## src/rtl/atm_disp_pkg.sv

```systemverilog
// Shared types and constants for the ATM cash dispenser: FSM states,
// denomination indices/values and failure codes.
package atm_disp_pkg;

  typedef enum logic [2:0] {
    S_IDLE,
    S_PLAN,
    S_FEED,
    S_WAIT_ACK,
    S_DONE,
    S_FAIL
  } state_e;

  localparam logic [1:0] DEN_20 = 2'd0;
  localparam logic [1:0] DEN_10 = 2'd1;
  localparam logic [1:0] DEN_5  = 2'd2;
  localparam logic [1:0] DEN_1  = 2'd3;

  localparam int unsigned DEN_VAL [4] = '{20, 10, 5, 1};

  localparam logic [1:0] FC_NONE  = 2'd0;
  localparam logic [1:0] FC_SHORT = 2'd1;
  localparam logic [1:0] FC_JAM   = 2'd2;

endpackage

```

## src/rtl/atm_cash_dispenser_if.sv

```systemverilog
// Controller/feeder-facing bundle of the cash dispenser; the dispenser
// takes the slave view, its driver (controller + feeder) the master view.
interface atm_cash_dispenser_if #(
  parameter int AMT_W = 6,
  parameter int CNT_W = 4
);
  logic             start;
  logic [AMT_W-1:0] amount;
  logic             refill;
  logic             note_ack;
  logic             note_req;
  logic [1:0]       note_sel;
  logic             busy;
  logic             done;
  logic             fail;
  logic [1:0]       fail_code;
  logic [AMT_W-1:0] dispensed;
  logic [CNT_W-1:0] inv_20;
  logic [CNT_W-1:0] inv_10;
  logic [CNT_W-1:0] inv_5;
  logic [CNT_W-1:0] inv_1;

  modport master (
    output start, amount, refill, note_ack,
    input  note_req, note_sel, busy, done, fail, fail_code, dispensed,
           inv_20, inv_10, inv_5, inv_1
  );

  modport slave (
    input  start, amount, refill, note_ack,
    output note_req, note_sel, busy, done, fail, fail_code, dispensed,
           inv_20, inv_10, inv_5, inv_1
  );
endinterface

```

## src/rtl/atm_note_inventory.sv

```systemverilog
// Per-denomination note counters: reload to INIT_CNT on reset or refill,
// single-index decrement when a note leaves the machine.
module atm_note_inventory #(
  parameter int CNT_W    = 4,
  parameter int INIT_CNT = 10
) (
  input  logic                  clk,
  input  logic                  rst,
  input  logic                  refill,
  input  logic                  dec_en,
  input  logic [1:0]            dec_idx,
  output logic [3:0][CNT_W-1:0] cnt
);
  logic [3:0][CNT_W-1:0] cnt_q, cnt_d;

  always_comb begin
    cnt_d = cnt_q;
    if (refill) begin
      for (int i = 0; i < 4; i++) cnt_d[i] = CNT_W'(INIT_CNT);
    end else if (dec_en) begin
      cnt_d[dec_idx] = cnt_q[dec_idx] - CNT_W'(1);
    end
  end

  always_ff @(posedge clk) begin
    if (rst) begin
      for (int i = 0; i < 4; i++) cnt_q[i] <= CNT_W'(INIT_CNT);
    end else begin
      cnt_q <= cnt_d;
    end
  end

  assign cnt = cnt_q;
endmodule

```

## src/rtl/atm_cash_dispenser.sv

```systemverilog
// Cash dispenser: plans a greedy 20/10/5/1 breakdown against inventory,
// then pays out one note per req/ack handshake with the feeder.
module atm_cash_dispenser
  import atm_disp_pkg::*;
#(
  parameter int AMT_W       = 6,
  parameter int CNT_W       = 4,
  parameter int INIT_CNT    = 10,
  parameter int ACK_TIMEOUT = 15
) (
  input  logic clk,
  input  logic rst,
  atm_cash_dispenser_if.slave bus
);
  localparam int TMO_W = $clog2(ACK_TIMEOUT + 1);

  state_e                state_q, state_d;
  logic [AMT_W-1:0]      rem_q, rem_d;
  logic [AMT_W-1:0]      disp_q, disp_d;
  logic [3:0][CNT_W-1:0] plan_q, plan_d;
  logic [1:0]            pidx_q, pidx_d;
  logic [1:0]            sel_q, sel_d;
  logic [TMO_W-1:0]      tmo_q, tmo_d;
  logic [1:0]            fc_q, fc_d;

  logic [3:0][CNT_W-1:0] inv_cnt;
  logic                  refill_en;
  logic                  dec_en;
  logic [AMT_W-1:0]      den, quot, inv_amt, take, rem_after;
  logic                  found;

  // Refill only from IDLE, and a simultaneous start takes priority.
  assign refill_en = (state_q == S_IDLE) && bus.refill && !bus.start;
  assign dec_en    = (state_q == S_WAIT_ACK) && bus.note_ack;

  atm_note_inventory #(
    .CNT_W   (CNT_W),
    .INIT_CNT(INIT_CNT)
  ) u_inv (
    .clk    (clk),
    .rst    (rst),
    .refill (refill_en),
    .dec_en (dec_en),
    .dec_idx(sel_q),
    .cnt    (inv_cnt)
  );

  // One greedy step for the denomination currently being planned.
  always_comb begin
    den       = AMT_W'(DEN_VAL[pidx_q]);
    quot      = rem_q / den;
    inv_amt   = AMT_W'(inv_cnt[pidx_q]);
    take      = (quot < inv_amt) ? quot : inv_amt;
    rem_after = rem_q - take * den;
  end

  always_comb begin
    state_d = state_q;
    rem_d   = rem_q;
    disp_d  = disp_q;
    plan_d  = plan_q;
    pidx_d  = pidx_q;
    sel_d   = sel_q;
    tmo_d   = tmo_q;
    fc_d    = fc_q;
    found   = 1'b0;

    unique case (state_q)
      S_IDLE: begin
        if (bus.start) begin
          rem_d   = bus.amount;
          disp_d  = '0;
          fc_d    = FC_NONE;
          plan_d  = '0;
          pidx_d  = DEN_20;
          state_d = S_PLAN;
        end
      end
      S_PLAN: begin
        plan_d[pidx_q] = CNT_W'(take);
        rem_d          = rem_after;
        pidx_d         = pidx_q + 2'd1;
        if (pidx_q == DEN_1) begin
          if (rem_after != '0) begin
            fc_d    = FC_SHORT;
            state_d = S_FAIL;
          end else begin
            state_d = S_FEED;
          end
        end
      end
      S_FEED: begin
        tmo_d = '0;
        // Descending scan so the largest pending denomination wins.
        for (int i = 3; i >= 0; i--) begin
          if (plan_q[i] != '0) begin
            sel_d = 2'(i);
            found = 1'b1;
          end
        end
        state_d = found ? S_WAIT_ACK : S_DONE;
      end
      S_WAIT_ACK: begin
        if (bus.note_ack) begin
          plan_d[sel_q] = plan_q[sel_q] - CNT_W'(1);
          disp_d        = disp_q + AMT_W'(DEN_VAL[sel_q]);
          state_d       = S_FEED;
        end else if (tmo_q == TMO_W'(ACK_TIMEOUT - 1)) begin
          fc_d    = FC_JAM;
          state_d = S_FAIL;
        end else begin
          tmo_d = tmo_q + TMO_W'(1);
        end
      end
      S_DONE:  state_d = S_IDLE;
      S_FAIL:  state_d = S_IDLE;
      default: state_d = S_IDLE;
    endcase
  end

  always_ff @(posedge clk) begin
    if (rst) begin
      state_q <= S_IDLE;
      rem_q   <= '0;
      disp_q  <= '0;
      plan_q  <= '0;
      pidx_q  <= '0;
      sel_q   <= '0;
      tmo_q   <= '0;
      fc_q    <= FC_NONE;
    end else begin
      state_q <= state_d;
      rem_q   <= rem_d;
      disp_q  <= disp_d;
      plan_q  <= plan_d;
      pidx_q  <= pidx_d;
      sel_q   <= sel_d;
      tmo_q   <= tmo_d;
      fc_q    <= fc_d;
    end
  end

  assign bus.note_req  = (state_q == S_WAIT_ACK);
  assign bus.note_sel  = sel_q;
  assign bus.busy      = (state_q != S_IDLE);
  assign bus.done      = (state_q == S_DONE);
  assign bus.fail      = (state_q == S_FAIL);
  assign bus.fail_code = fc_q;
  assign bus.dispensed = disp_q;
  assign bus.inv_20    = inv_cnt[DEN_20];
  assign bus.inv_10    = inv_cnt[DEN_10];
  assign bus.inv_5     = inv_cnt[DEN_5];
  assign bus.inv_1     = inv_cnt[DEN_1];
endmodule
```

## src/flat_wrapper.sv

```systemverilog
// flat-port wrapper written by rule: the top's interface ports become plain ports
module atm_cash_dispenser_flat import atm_disp_pkg::*;
#(
  parameter int AMT_W       = 6,
  parameter int CNT_W       = 4,
  parameter int INIT_CNT    = 10,
  parameter int ACK_TIMEOUT = 15
)
  (clk, rst, bus_start, bus_amount, bus_refill, bus_note_ack, bus_note_req, bus_note_sel, bus_busy, bus_done, bus_fail, bus_fail_code, bus_dispensed, bus_inv_20, bus_inv_10, bus_inv_5, bus_inv_1);
  atm_cash_dispenser_if #(.AMT_W(AMT_W), .CNT_W(CNT_W)) bus_i ();
  input  logic clk;
  input  logic rst;
  input wire logic [$bits(bus_i.start)-1:0] bus_start;
  input wire logic [$bits(bus_i.amount)-1:0] bus_amount;
  input wire logic [$bits(bus_i.refill)-1:0] bus_refill;
  input wire logic [$bits(bus_i.note_ack)-1:0] bus_note_ack;
  output wire logic [$bits(bus_i.note_req)-1:0] bus_note_req;
  output wire logic [$bits(bus_i.note_sel)-1:0] bus_note_sel;
  output wire logic [$bits(bus_i.busy)-1:0] bus_busy;
  output wire logic [$bits(bus_i.done)-1:0] bus_done;
  output wire logic [$bits(bus_i.fail)-1:0] bus_fail;
  output wire logic [$bits(bus_i.fail_code)-1:0] bus_fail_code;
  output wire logic [$bits(bus_i.dispensed)-1:0] bus_dispensed;
  output wire logic [$bits(bus_i.inv_20)-1:0] bus_inv_20;
  output wire logic [$bits(bus_i.inv_10)-1:0] bus_inv_10;
  output wire logic [$bits(bus_i.inv_5)-1:0] bus_inv_5;
  output wire logic [$bits(bus_i.inv_1)-1:0] bus_inv_1;
  assign bus_i.start = bus_start;
  assign bus_i.amount = bus_amount;
  assign bus_i.refill = bus_refill;
  assign bus_i.note_ack = bus_note_ack;
  assign bus_note_req = bus_i.note_req;
  assign bus_note_sel = bus_i.note_sel;
  assign bus_busy = bus_i.busy;
  assign bus_done = bus_i.done;
  assign bus_fail = bus_i.fail;
  assign bus_fail_code = bus_i.fail_code;
  assign bus_dispensed = bus_i.dispensed;
  assign bus_inv_20 = bus_i.inv_20;
  assign bus_inv_10 = bus_i.inv_10;
  assign bus_inv_5 = bus_i.inv_5;
  assign bus_inv_1 = bus_i.inv_1;
  atm_cash_dispenser #(.AMT_W(AMT_W), .CNT_W(CNT_W), .INIT_CNT(INIT_CNT), .ACK_TIMEOUT(ACK_TIMEOUT)) u_core (.clk(clk), .rst(rst), .bus(bus_i));
endmodule
```

## config.mk

```make
export PLATFORM = sky130hd
export DESIGN_NAME = atm_cash_dispenser_flat
export DESIGN_NICKNAME = d
export VERILOG_FILES = /design/src/rtl/atm_disp_pkg.sv /design/src/rtl/atm_cash_dispenser_if.sv /design/src/rtl/atm_note_inventory.sv /design/src/rtl/atm_cash_dispenser.sv /design/src/flat_wrapper.sv
export SDC_FILE = /design/constraint.sdc
export NUM_CORES = 1
export LEC_CHECK = 0
export ABC_CLOCK_PERIOD_IN_PS = 16850
export BUFFER_PORTS_ARGS = -buffer_cell sky130_fd_sc_hd__buf_2
export CAP_MARGIN = 5
export CORE_ASPECT_RATIO = 2
export CORE_MARGIN = 2
export CORE_UTILIZATION = 40
export CTS_CLUSTER_DIAMETER = 60
export DETAILED_ROUTE_END_ITERATION = 8
export GPL_TIMING_DRIVEN = 0
export PLACE_DENSITY_LB_ADDON = 0.3
export SYNTH_ARGS = -nofsm -noshare
export SYNTH_HDL_FRONTEND = slang
export SYNTH_SLANG_ARGS = --single-unit
export TNS_END_PERCENT = 5
```

## constraint.sdc

```tcl
create_clock -name clk -period 16.85 [get_ports clk]
set_input_delay 5.055 -clock clk [delete_from_list [all_inputs] [get_ports clk]]
set_output_delay 5.055 -clock clk [all_outputs]
set_load 0.02 [all_outputs]
```

# After elaboration in Yosys (flattened, before gate mapping)
# Cells that the tools add are included.
# W data, S select, Z words.
dict set report classes {
  n_addsub 6
  mul 1
  div_mod_pow 1
  n_lt_le_gt_ge 7
  n_eq_ne 15
  muxes 54
  bitwise_logic 2
  n_reduce_logical 26
}
# cell count
set ops {}
lappend ops {{$bmux W32 S2} 2}
lappend ops {{$bwmux W16} 3}
lappend ops {{$mux W6} 8}
lappend ops {{$pmux W16 S3} 1}
lappend ops {{$mux W16} 2}
lappend ops {{$mux W4} 7}
lappend ops {{$bmux W4 S2} 3}
lappend ops {{$pmux W6 S2} 2}
lappend ops {{$reduce_bool A4 Y1} 5}
lappend ops {{$mux W2} 9}
lappend ops {{$mux W3} 6}
lappend ops {{$demux W4 S2} 2}
lappend ops {{$pmux W3 S4} 1}
lappend ops {{$reduce_and A3 Y1} 4}
lappend ops {{$ne A2 B2 Y1 const B} 4}
lappend ops {{$pmux W4 S2} 1}
lappend ops {{$sub A4 B1 Y4 const B} 2}
lappend ops {{$add A6 B6 Y6} 1}
lappend ops {{$div A6 B6 Y6} 1}
lappend ops {{$eq A3 B2 Y1 const B} 2}
lappend ops {{$eq A3 B3 Y1 const B} 2}
lappend ops {{$ge A3 B3 Y1 const B} 2}
lappend ops {{$lt A2 B3 Y1 const B} 2}
lappend ops {{$lt A6 B4 Y1} 1}
lappend ops {{other kinds (23)} 39}
dict set report totals {
  reg_bits 57
  inputBits 11
  output_inout_bits 30
}

# Longest topological paths before layout
dict set report depth {
  ltp_word 13
  ltp_mapped 57
  ltp_nobuf 55
}

# Cells and area by module
# Synthesis repeated with hierarchy kept, for this count alone.
dict set report hier_totals {
  hier_cells 646
  area_unflattened_um2 5281.3
}
# mod instances cells_per_inst area_each_um2
set modules_own_cells {}
lappend modules_own_cells {atm_cash_dispenser 1 558 4435.5}
lappend modules_own_cells {atm_note_inventory 1 88 845.8}

# Least setup slack after synthesis
# No wires, ideal clock.
dict set report synth_path {
  kind {reg-to-reg}
  from {register u_core.pidx_q[1]}
  to {register u_core.fc_q[1], in the netlist u_core.bus.fail_code[1]}
  setup_ns 0.086
  arrival_ns 11.596
  t_required_ns 16.764
  setup_slack_ns 5.168
  path_stages_with_launch 51
  path_cell_list {dfxtp_1 > buf_2 > inv_1 > ha_1 > clkbuf_1 > nor4b_1 > a31oi_1 > ha_1 > o21a_1 > o21ai_0 > nand2_1 > a21oi_1 > ha_1 > o21a_1 > o21a_1 > o21ai_1 > nand2_1 > o31ai_1 > [... 15 more ...] > a311oi_2 > o221a_2 > a31o_4 > mux2i_2 > nand2_1 > fa_1 > inv_1 > ha_1 > fa_1 > inv_1 > fa_1 > ha_1 > xnor2_1 > or4_1 > or2_2 > nor2b_1 > mux2i_1 > a211oi_1}
}
dict set report synth_between {
  elab_chain_cells 12
  word_cells_on_any_way 16
  classes_between {add/sub (1); mul (1); div (1); order compare (1); eq/ne (3); mux (6); bitwise (1); reduce/logical (2)}
}
# item line
set synth_rtl {}
lappend synth_rtl {{from (decl)} atm_cash_dispenser.sv:21} ;# logic [1:0] pidx_q, pidx_d;
lappend synth_rtl {{from (signal assigned)} atm_cash_dispenser.sv:136} ;# pidx_q <= pidx_d;
lappend synth_rtl {{$not A2 Y3 (implied by the code)} atm_cash_dispenser.sv:50} ;# den = AMT_W'(DEN_VAL[pidx_q]);
lappend synth_rtl {{$bmux W32 S2} atm_cash_dispenser.sv:50}
lappend synth_rtl {{$mux W6 (implied by the code) (2 in series)} atm_cash_dispenser.sv:50}
lappend synth_rtl {{$div A6 B6 Y6} atm_cash_dispenser.sv:51} ;# quot = rem_q / den;
lappend synth_rtl {{$lt A6 B4 Y1} atm_cash_dispenser.sv:53} ;# take = (quot < inv_amt) ? quot : inv_amt;
lappend synth_rtl {{$mux W6} atm_cash_dispenser.sv:53}
lappend synth_rtl {{$mul A6 B6 Y6} atm_cash_dispenser.sv:54} ;# rem_after = rem_q - take * den;
lappend synth_rtl {{$sub A6 B6 Y6} atm_cash_dispenser.sv:54}
lappend synth_rtl {{$reduce_bool A6 Y1} atm_cash_dispenser.sv:84} ;# if (rem_after != '0) begin
lappend synth_rtl {{$ne A2 B1 Y1 (no source line)} n/a}
lappend synth_rtl {{$reduce_and A6 Y1 (no source line) (*)} n/a}
lappend synth_rtl {{to (signal assigned)} atm_cash_dispenser.sv:130} ;# fc_q <= FC_NONE;
lappend synth_rtl {{to (signal assigned)} atm_cash_dispenser.sv:139} ;# fc_q <= fc_d;
lappend synth_rtl {{to (decl)} atm_cash_dispenser.sv:24} ;# logic [1:0] fc_q, fc_d;
# Every way passes the cells marked *; elsewhere a longest branch is shown, timed or not. The select of a mux whose other input is x is not followed.
# A chain may end at the register's enable or synchronous reset.

# Final worst setup path
# Same ends and word-level chain as after synthesis.

==> impl_metrics.env <==
export IMPL_path_common_cell="ha_1"
export IMPL_synth_most_common_cell="nor2_1"
export IMPL_min_from="u_core.plan_q[11]"
export IMPL_overflow=0
export IMPL_crit_arrival_ps=14670
export IMPL_final_core_util_pct=45.9
export IMPL_cts_htree_levels=3
export IMPL_startpoint_type="flip-flop"
export IMPL_finalWirelength_mm=15.9
export IMPL_vias_per_cell=5.97
export IMPL_cp_max_fo=12
export IMPL_start_util_pct=40.8
export IMPL_clkTransAtPathRegs_ps=50
export IMPL_avgSynthCellArea_um2=8.09
export IMPL_reg2regPathDepth=51
export IMPL_drtAntennaViolNets=0
export IMPL_ys_ff_latch=57
export IMPL_cts_setup_buffers=0
export IMPL_worstPathRequired_ps=17100
export IMPL_grt_max_degree=13
export IMPL_r2r_end="u_core.bus.fail_code[1]"
export IMPL_slowest_delay_ps=570
export IMPL_cts_root_buffer="clkbuf_16"
export IMPL_diodes=0
export IMPL_hold_path_cell_count=2
export IMPL_num_nets_final=758
export IMPL_dp_cells=823
export IMPL_core_um2=12600
export IMPL_clock_path_buffers=2
export IMPL_drv_slew=0
export IMPL_synth_commonest_cells="nor2_1, nand2_1, dfxtp_1"
export IMPL_stdcell_count=839
export IMPL_place_congestion=0.970
export IMPL_num_vias=5010
export IMPL_ios=41
export IMPL_finClkSkew_ps=8.27
export IMPL_synth_edf_count=0
export IMPL_syn_to_final_growth_pct=12.6
export IMPL_cts_tree="done"
export IMPL_cts_resized=0
export IMPL_syn_inst=633
export IMPL_netlist_area_um2=5120
export IMPL_numPortBuffers=40
export IMPL_ys_types=67
export IMPL_setup_tns_ps=0
export IMPL_timing_rr_start="u_core.pidx_q[1]"
export IMPL_dieArea_um2=13800
export IMPL_leakagePower_nw=2.47
export IMPL_die_w_um=84.0
export IMPL_synthTopCellsByArea="dfxtp_1, ha_1, mux4_2"
export IMPL_synth_area_leader_cell="dfxtp_1"
export IMPL_status="finished clean"
export IMPL_crit_path_end_kind="flip-flop"
export IMPL_antenna_found_initial=0
export IMPL_rsz0062_at_grt="false"
export IMPL_fin_crit_ps=14420
export IMPL_worst_pin_slew_ps=904
export IMPL_drtIter0Drc=244
export IMPL_wire_per_inst_um=18.9
export IMPL_synth_seq_area_share_pct=22.3
export IMPL_placementRows=58
export IMPL_cts_buffers_inserted=9
export IMPL_hold_viol=0
export IMPL_hold_ws_ps=497
export IMPL_synth_flop_cell="dfxtp_1"
export IMPL_yosysTopAreaCellShare_pct=22.3
export IMPL_pwr_density_cell_nw_per_um2=234
export IMPL_drc=0
export IMPL_die_h_um=164
export IMPL_cpMaxStageDelayCell="o21ai_1"
export IMPL_insertion_delay_ps=330
export IMPL_hpwlAfterDp_mm=12.7
export IMPL_layout_drive_gt1_share_pct=12.6
export IMPL_fin_crit_sh_pct=85.6
export IMPL_hold_buffers=0
export IMPL_total_power_mw=1.35
export IMPL_grt_pass1_wl_mm=25.2
export IMPL_r2r_slack_ps=2430
export IMPL_hold_class="flip-flop to flip-flop"
export IMPL_synth_nets=707
export IMPL_max_vdd_ir_drop_v=0.000221
export IMPL_critical_path_class="flip-flop to flip-flop"
export IMPL_hold_end="u_core.plan_q[11]"
export IMPL_drv_cap=0
export IMPL_cts_sinks=57
export IMPL_grt_pass1_vias=5132
export IMPL_drtPass1Iterations=7
export IMPL_synth_warnings=0
export IMPL_fmax_mhz=69.4
export IMPL_setup_viol=0
export IMPL_grt_usage_pct=23.3
export IMPL_slew_headroom_pct=39.5
export IMPL_async_flop_share_pct=0
## layout by cell type, fill, tap and decap left out, types with 4 or more instances in the layout
cell	Yosys	layout
clkbuf_1	22	25
nor3b_1	4	4
mux2i_1	5	5
clkinv_2	0	4
o21ai_1	7	7
a22oi_1	10	10
o21a_1	8	8
o22ai_1	5	5
nor3_1	19	19
inv_1	41	41
mux4_2	12	12
and2_1	11	11
a211oi_1	17	17
nand2b_1	5	5
buf_2	2	42
dfxtp_1	57	57
a31oi_1	6	6
xnor2_1	16	16
and3_1	6	6
o21ai_0	33	33
clkbuf_16	0	9
a21o_1	8	8
fa_1	8	8
nand2_1	64	64
nor2_1	71	71
xor2_1	18	18
a21oi_1	40	40
ha_1	55	55
or3_1	5	5
nor2b_1	15	15
o211ai_1	11	11
## state kept, by name, summed over array words and instances (netlist names)
name	count
u_core.bus.dispensed	6
u_core.bus.fail_code	2
u_core.bus.note_sel	2
u_core.pidx_q	2
u_core.plan_q	16
u_core.rem_q	6
u_core.state_q	3
u_core.tmo_q	4
u_core.u_inv.cnt	16
## stage by stage
stage          area (um^2)  setup WS (ps)
5_1_grt               5760           1600
3_5_place_dp          5510           2540
4_1_cts               5760           2500
2_1_floorplan         5120           5170
6_report              5760           2430
3_3_place_gp          5510           2910
## power by group
group | switching, mW | total [mW] | internal [mW]
sequential | 0.0211 | 0.170 | 0.149
combinational | 0.595 | 1.02 | 0.423
clock | 0.0619 | 0.160 | 0.0983
## critical path: cells and delay by family (launching register included)
family / cells / cell delay, ps
compound gates: 20 / 5310
fa+ha+maj: 11 / 4030
mux: 1 / 130
buf+inv: 8 / 2180
flops: 1 / 390
simple gates: 10 / 2120
xor+xnor: 1 / 150
## cell type report
cell class	instances	area [um^2]
timing repair buffer	40	200
fill	1285	6790
buffer	26	111
tap	150	188
multi-input combinational	507	3700
sequential	57	1140
clock buffer	12	236
inverter	43	161
clock inverter	4	20.0
## worst max path at each step
| stage | to | slack (ps) | cells past startpoint | start |
|---|---|---|---|---|
| 2_1_floorplan | u_core.bus.fail_code[1] | 5170 | 50 | u_core.pidx_q[1] |
| 3_3_place_gp | u_core.bus.fail_code[1] | 2910 | 51 | u_core.pidx_q[1] |
| 3_5_place_dp | u_core.bus.fail_code[1] | 2540 | 51 | u_core.pidx_q[1] |
| 4_1_cts | u_core.bus.fail_code[1] | 2500 | 51 | u_core.pidx_q[1] |
| 5_1_grt | u_core.bus.fail_code[1] | 1600 | 51 | u_core.pidx_q[1] |
| 6_report | u_core.bus.fail_code[1] | 2430 | 51 | u_core.pidx_q[1] |
## logic make-up after synthesis
family	share of synthesized area (%)
xor gates and xnor gates	6.14
other	0.0733
DFF	22.3
adders and majority gates	16.6
buffers and inverters	5.33
muxes	7.55
AOI/OAI and AO/OA	21.8
and+or+nand+nor	20.3
## metal layers
| layer | wire, um | track usage (%) | vias up |
|---|---|---|---|
| li1 | - | - | 2365 |
| met1 | 5230 | 21.0 | 2371 |
| met2 | 8640 | 44.4 | 192 |
| met3 | 579 | 2.86 | 82 |
| met4 | 1430 | 20.6 | 0 |
| met5 | 0 | 0 | - |
No activity file was read; power rests on OpenSTA's default activity.
